[config.mk]
export PLATFORM = sky130hd
export DESIGN_NAME = gray_monitor
export DESIGN_NICKNAME = d
export VERILOG_FILES = /design/src/rtl/gray_monitor.sv
export SDC_FILE = /design/constraint.sdc
export NUM_CORES = 1
export LEC_CHECK = 0
export ABC_CLOCK_PERIOD_IN_PS = 3000
export BUFFER_PORTS_ARGS = -buffer_cell sky130_fd_sc_hd__clkbuf_2
export CORE_MARGIN = 2
export CORE_UTILIZATION = 52
export DETAILED_ROUTE_END_ITERATION = 10
export HOLD_SLACK_MARGIN = 0.02
export PLACE_DENSITY_LB_ADDON = 0.3
export REMOVE_ABC_BUFFERS = 1
export SETUP_SLACK_MARGIN = 0.3
export SYNTH_ARGS = -nofsm -noshare
export SYNTH_HDL_FRONTEND = slang
export SYNTH_SLANG_ARGS = --single-unit
[constraint.sdc]
create_clock -name Clk -period 3 [get_ports Clk]
set_clock_uncertainty 0.2 [all_clocks]
set_input_delay 0.15 -clock Clk [delete_from_list [all_inputs] [get_ports Clk]]
set_output_delay 0.15 -clock Clk [all_outputs]
set_load 0.05 [all_outputs]
[src/rtl/gray_monitor.sv]
// rtl/gray_monitor.sv - registers and decodes a gray count, checks each step, counts wraps
// Steps must be a hold or a single forward increment; any other step latches a sticky fault.
module gray_monitor #(
  parameter int WIDTH = 3,
  parameter int CNT_W = 8
) (
  input  logic             Clk,
  input  logic             Reset,
  input  logic [WIDTH-1:0] GrayIn,
  input  logic             ClrErr,
  output logic [WIDTH-1:0] BinOut,
  output logic             Tracking,
  output logic             Wrap,
  output logic [CNT_W-1:0] WrapCnt,
  output logic             StepErr,
  output logic             ErrSticky
);

  typedef enum logic [1:0] {
    ST_INIT  = 2'd0,
    ST_TRACK = 2'd1,
    ST_FAULT = 2'd2
  } state_t;

  state_t             state_q, state_d;
  logic [WIDTH-1:0]   bin_q, bin_d;
  logic               wrap_q, wrap_d;
  logic [CNT_W-1:0]   wrap_cnt_q, wrap_cnt_d;
  logic               step_err_q, step_err_d;
  logic               err_sticky_q, err_sticky_d;
  logic [WIDTH-1:0]   b_new;
  logic               step_legal;
  logic               step_wraps;

  // Each binary bit is the XOR of all gray bits at or above it.
  always_comb begin
    for (int i = 0; i < WIDTH; i++) begin
      b_new[i] = ^(GrayIn >> i);
    end
  end

  assign step_legal = (b_new == bin_q) || (b_new == bin_q + WIDTH'(1));
  assign step_wraps = (bin_q == '1) && (b_new == '0);

  always_comb begin
    state_d      = state_q;
    bin_d        = b_new;
    wrap_d       = 1'b0;
    wrap_cnt_d   = wrap_cnt_q;
    step_err_d   = 1'b0;
    err_sticky_d = err_sticky_q;

    if (ClrErr) begin
      state_d      = ST_INIT;
      wrap_cnt_d   = '0;
      err_sticky_d = 1'b0;
    end else begin
      case (state_q)
        ST_INIT: state_d = ST_TRACK;
        ST_TRACK: begin
          if (!step_legal) begin
            step_err_d   = 1'b1;
            err_sticky_d = 1'b1;
            state_d      = ST_FAULT;
          end else if (step_wraps) begin
            wrap_d = 1'b1;
            if (wrap_cnt_q != '1) begin
              wrap_cnt_d = wrap_cnt_q + CNT_W'(1);
            end
          end
        end
        ST_FAULT: state_d = ST_FAULT;
        default:  state_d = ST_INIT;
      endcase
    end
  end

  always_ff @(posedge Clk or posedge Reset) begin
    if (Reset) begin
      state_q      <= ST_INIT;
      bin_q        <= '0;
      wrap_q       <= 1'b0;
      wrap_cnt_q   <= '0;
      step_err_q   <= 1'b0;
      err_sticky_q <= 1'b0;
    end else begin
      state_q      <= state_d;
      bin_q        <= bin_d;
      wrap_q       <= wrap_d;
      wrap_cnt_q   <= wrap_cnt_d;
      step_err_q   <= step_err_d;
      err_sticky_q <= err_sticky_d;
    end
  end

  assign BinOut    = bin_q;
  assign Tracking  = (state_q == ST_TRACK);
  assign Wrap      = wrap_q;
  assign WrapCnt   = wrap_cnt_q;
  assign StepErr   = step_err_q;
  assign ErrSticky = err_sticky_q;

endmodule

==> flow_metrics.env <==
export IMPL_worstHoldStart="ClrErr"
export IMPL_grtUsageMet2_pct=29.72
export IMPL_clockRootBuffer="clkbuf_4"
export IMPL_r2r_cells=7
export IMPL_grt_pass1_vias=676
export IMPL_cts_tree="built"
export IMPL_min_to="WrapCnt[6]$_DFFE_PP0P_"
export IMPL_post_route_util_pct=66.59
export IMPL_fin_crit_ns=2.603
export IMPL_dp_hpwl_um=1355
export IMPL_ant_nets=0
export IMPL_p_sw_share_pct=40.08
export IMPL_drt_initial_drc_count=15
export IMPL_layout_common_cells="clkbuf_2, dfrtp_1, a21oi_1"
export IMPL_grt_setup_unrepaired="yes"
export IMPL_multiInputGateArea_um2=503.0
export IMPL_worst_slew_pin_slew_ns=0.6162
export IMPL_cts_sinks=16
export IMPL_status="completed"
export IMPL_layout_drive_gt1_share_pct=28.81
export IMPL_hold_viol=0
export IMPL_start_util_pct=54.80
export IMPL_die_h_um=46.43
export IMPL_grt_max_degree=17
export IMPL_tns_ns=0
export IMPL_setup_violations=0
export IMPL_combinationalPowerShare_pct=38.3
export IMPL_grt_pass1_wl_um=3229
export IMPL_ys_seq_area_share_pct=42.78
export IMPL_critPathArrivalTime_ns=2.59
export IMPL_gp_congestion=0.8244
export IMPL_hold_depth=2
export IMPL_avgSynthCellArea_um2=10.06
export IMPL_first_pass_iters=4
export IMPL_fin_nets=130
export IMPL_antenna_found_initial=0
export IMPL_cpPeakStageDelay_ns=0.55
export IMPL_grt_busiest_layer="met1"
export IMPL_grt_usage_pct=21.39
export IMPL_p_per_area_nw_per_um2=570.3
export IMPL_h_tree_depth=1
export IMPL_ir_worst_vdd_uv=512.6
export IMPL_dieArea_um2=2155
export IMPL_num_rows=15
export IMPL_regArea_um2=400.4
export IMPL_synth_cells=93
export IMPL_ys_seq_elements=16
export IMPL_slowest_stage="dlygate4sd3_1"
export IMPL_ios=21
export IMPL_p_switching_w=0.0002599
export IMPL_p_total_w=0.0006486
export IMPL_cp_common_cell="mux2_2"
export IMPL_internal_power_w=0.0003887
export IMPL_slew_violations=0
export IMPL_r2r_slack_ns=0.41
export IMPL_rr_startpoint="BinOut[0]$_DFF_PP0_"
export IMPL_r2r_end="WrapCnt[5]$_DFFE_PP0P_"
export IMPL_crit_path_end_kind="flop"
export IMPL_worstPathRequired_ns=2.98
export IMPL_worstPathMaxFanout=15
export IMPL_critical_path_top_delay_family="multiplexers"
export IMPL_startpoint="GrayIn[2]"
export IMPL_numCtsBuffers=3
export IMPL_fmax_mhz=384.2
export IMPL_overflow=0
export IMPL_port_buffers=20
export IMPL_antenna_cells=0
export IMPL_drt_total_wl_um=2057
export IMPL_drc_errors=0
export IMPL_fillers=153
export IMPL_worstSetupStartpointType="input pin"
export IMPL_clkPwrFrac_pct=22.3
export IMPL_clk_path_buf_depth=2
export IMPL_fin_crit_sh_pct=86.76
export IMPL_yosysUniqueCellTypes=31
export IMPL_area_growth_pct=21.52
export IMPL_clkTransAtPathRegs_ns=0.10
export IMPL_clk_latency_ns=0.29
export IMPL_drt_vias_per_instance=5.615
export IMPL_path_cells="dlygate4sd3_1 -> clkbuf_2 -> xor2_2 -> xnor3_1 -> mux2_2 -> nor4_1 -> mux2_2"
export IMPL_slew_headroom_pct=58.87
export IMPL_num_vias=803
export IMPL_ys_warn_count=0
export IMPL_hold_path_class="in -> reg"
export IMPL_core_um2=1708
export IMPL_final_common_cell="clkbuf_2"
export IMPL_maxCapViolCount=0
export IMPL_total_leakage_power_nw=0.5205
export IMPL_wire_per_inst_um=14.38
export IMPL_pwr_share_seq_pct=39.4
export IMPL_critPathKind="in -> reg"
export IMPL_fp_dieW_um=46.43
export IMPL_critPathBufInv=2
export IMPL_synth_area_um2=935.9
export IMPL_grtUsageMet3_pct=3.529
export IMPL_use_met1_pct=32.37
[synthesized netlist by cell type]
| cell type | n | share of area, % |
|---|---|---|
| xnor2_1 | 2 | 1.9 |
| xnor3_1 | 1 | 2.4 |
| or3_1 | 1 | 0.67 |
| buf_6 | 1 | 1.2 |
| or4_1 | 3 | 2.4 |
| or3_2 | 1 | 0.80 |
| mux2i_1 | 3 | 3.2 |
| nor2b_1 | 2 | 1.3 |
| buf_2 | 1 | 0.53 |
| nor2_1 | 8 | 3.2 |
| nand4b_1 | 1 | 0.94 |
| mux2_2 | 3 | 3.6 |
| or4b_1 | 1 | 1.1 |
| nand3_1 | 7 | 3.7 |
| and3_1 | 1 | 0.67 |
| a21oi_1 | 9 | 4.8 |
| dfrtp_1 | 16 | 43 |
| o31ai_1 | 3 | 2.4 |
| xor2_1 | 2 | 1.9 |
| nor4_1 | 2 | 1.3 |
| o41ai_1 | 1 | 0.94 |
| and2_2 | 2 | 1.6 |
| o21ai_0 | 4 | 2.1 |
| nand4_1 | 2 | 1.3 |
| nor3_1 | 2 | 1.1 |
| dlygate4sd1_1 | 1 | 0.94 |
| o2111ai_1 | 1 | 0.94 |
| clkbuf_2 | 1 | 0.53 |
| ha_1 | 5 | 6.7 |
| nor4b_1 | 1 | 0.94 |
| inv_1 | 5 | 2.0 |
[registers in the layout (all words and copies together) (netlist names)]
name       flops
StepErr        1
ErrSticky      1
WrapCnt        8
Wrap           1
BinOut         3
state_q        2
[stage by stage]
stage	cells	worst slack (ns)	hold WS (ns)	cell area (um^2)
6_report	143	0.3973	0.02075	1137
5_1_grt	143	0.2962	0.04847	1137
4_1_cts	142	0.3665	0.03335	1119
3_5_place_dp	134	0.3526	0.03439	1037
3_3_place_gp	134	0.4104	0.02631	1037
2_1_floorplan	89	0.1369	-0.1363	905.9
[cells by family (layout without fill, tap and decap cells)]
kind of cell | count (synthesis) | in the layout | synth area share [%]
compound gates | 18 | 18 | 11.23
xor+xnor | 5 | 5 | 6.150
fa+ha+maj | 5 | 5 | 6.684
buf+inv | 9 | 34 | 5.213
flops | 16 | 16 | 42.78
mux | 6 | 6 | 6.818
simple gates | 34 | 34 | 21.12
[worst max path at each step]
stage                                         to  slack (ns)  cells after the start
after floorplan           WrapCnt[6]$_DFFE_PP0P_        0.14                      6
after global placement    WrapCnt[6]$_DFFE_PP0P_        0.41                      6
after detailed placement  WrapCnt[4]$_DFFE_PP0P_        0.35                      6
after CTS                 WrapCnt[5]$_DFFE_PP0P_        0.37                      7
after global routing      WrapCnt[6]$_DFFE_PP0P_        0.30                      6
final                     WrapCnt[5]$_DFFE_PP0P_        0.40                      7
[timing repair]
action / CTS / global route
gates resized for setup: 1 / 2
setup endpoints to repair: 2 / 4
buffers inserted: 0 / 1
hold buffers: 4 / 0
hold endpoints to repair: 19 / 0
[worst register-to-register path, cell delays in order (launching register included)]
cell and delay (ns):
dfrtp_1 0.43, ha_1 0.23, ha_1 0.29, and2_2 0.14, mux2i_1 0.07, mux2_2 0.38
nor4_1 0.37, mux2_2 0.37
[routing by layer]
layer	share of wire, %	vias up	wire (um)
li1	-	390	-
met2	47	32	970
met5	0	-	0
met3	4.5	5	92
met1	47	376	965
met4	1.4	0	29
[power by group through the flow]
stage,Clock (W),Sequential [W],Combinational (W)
2_1_floorplan,0,0.000299,0.000143
3_3_place_gp,0,0.000258,0.000233
3_5_place_dp,0,0.000259,0.000238
4_1_cts,0.000145,0.000256,0.000244
5_1_grt,0.000160,0.000257,0.000273
6_report,0.000145,0.000255,0.000249
[cell type report]
| type | count | area share [%] |
|---|---|---|
| multi-input combinational | 68 | 44.22 |
| sequential | 16 | 35.20 |
| timing repair buffer | 25 | 12.98 |
| clock buffer | 4 | 3.190 |
| tap | 25 | 2.750 |
| inverter | 5 | 1.650 |
Power figures use the tool's default switching activity.
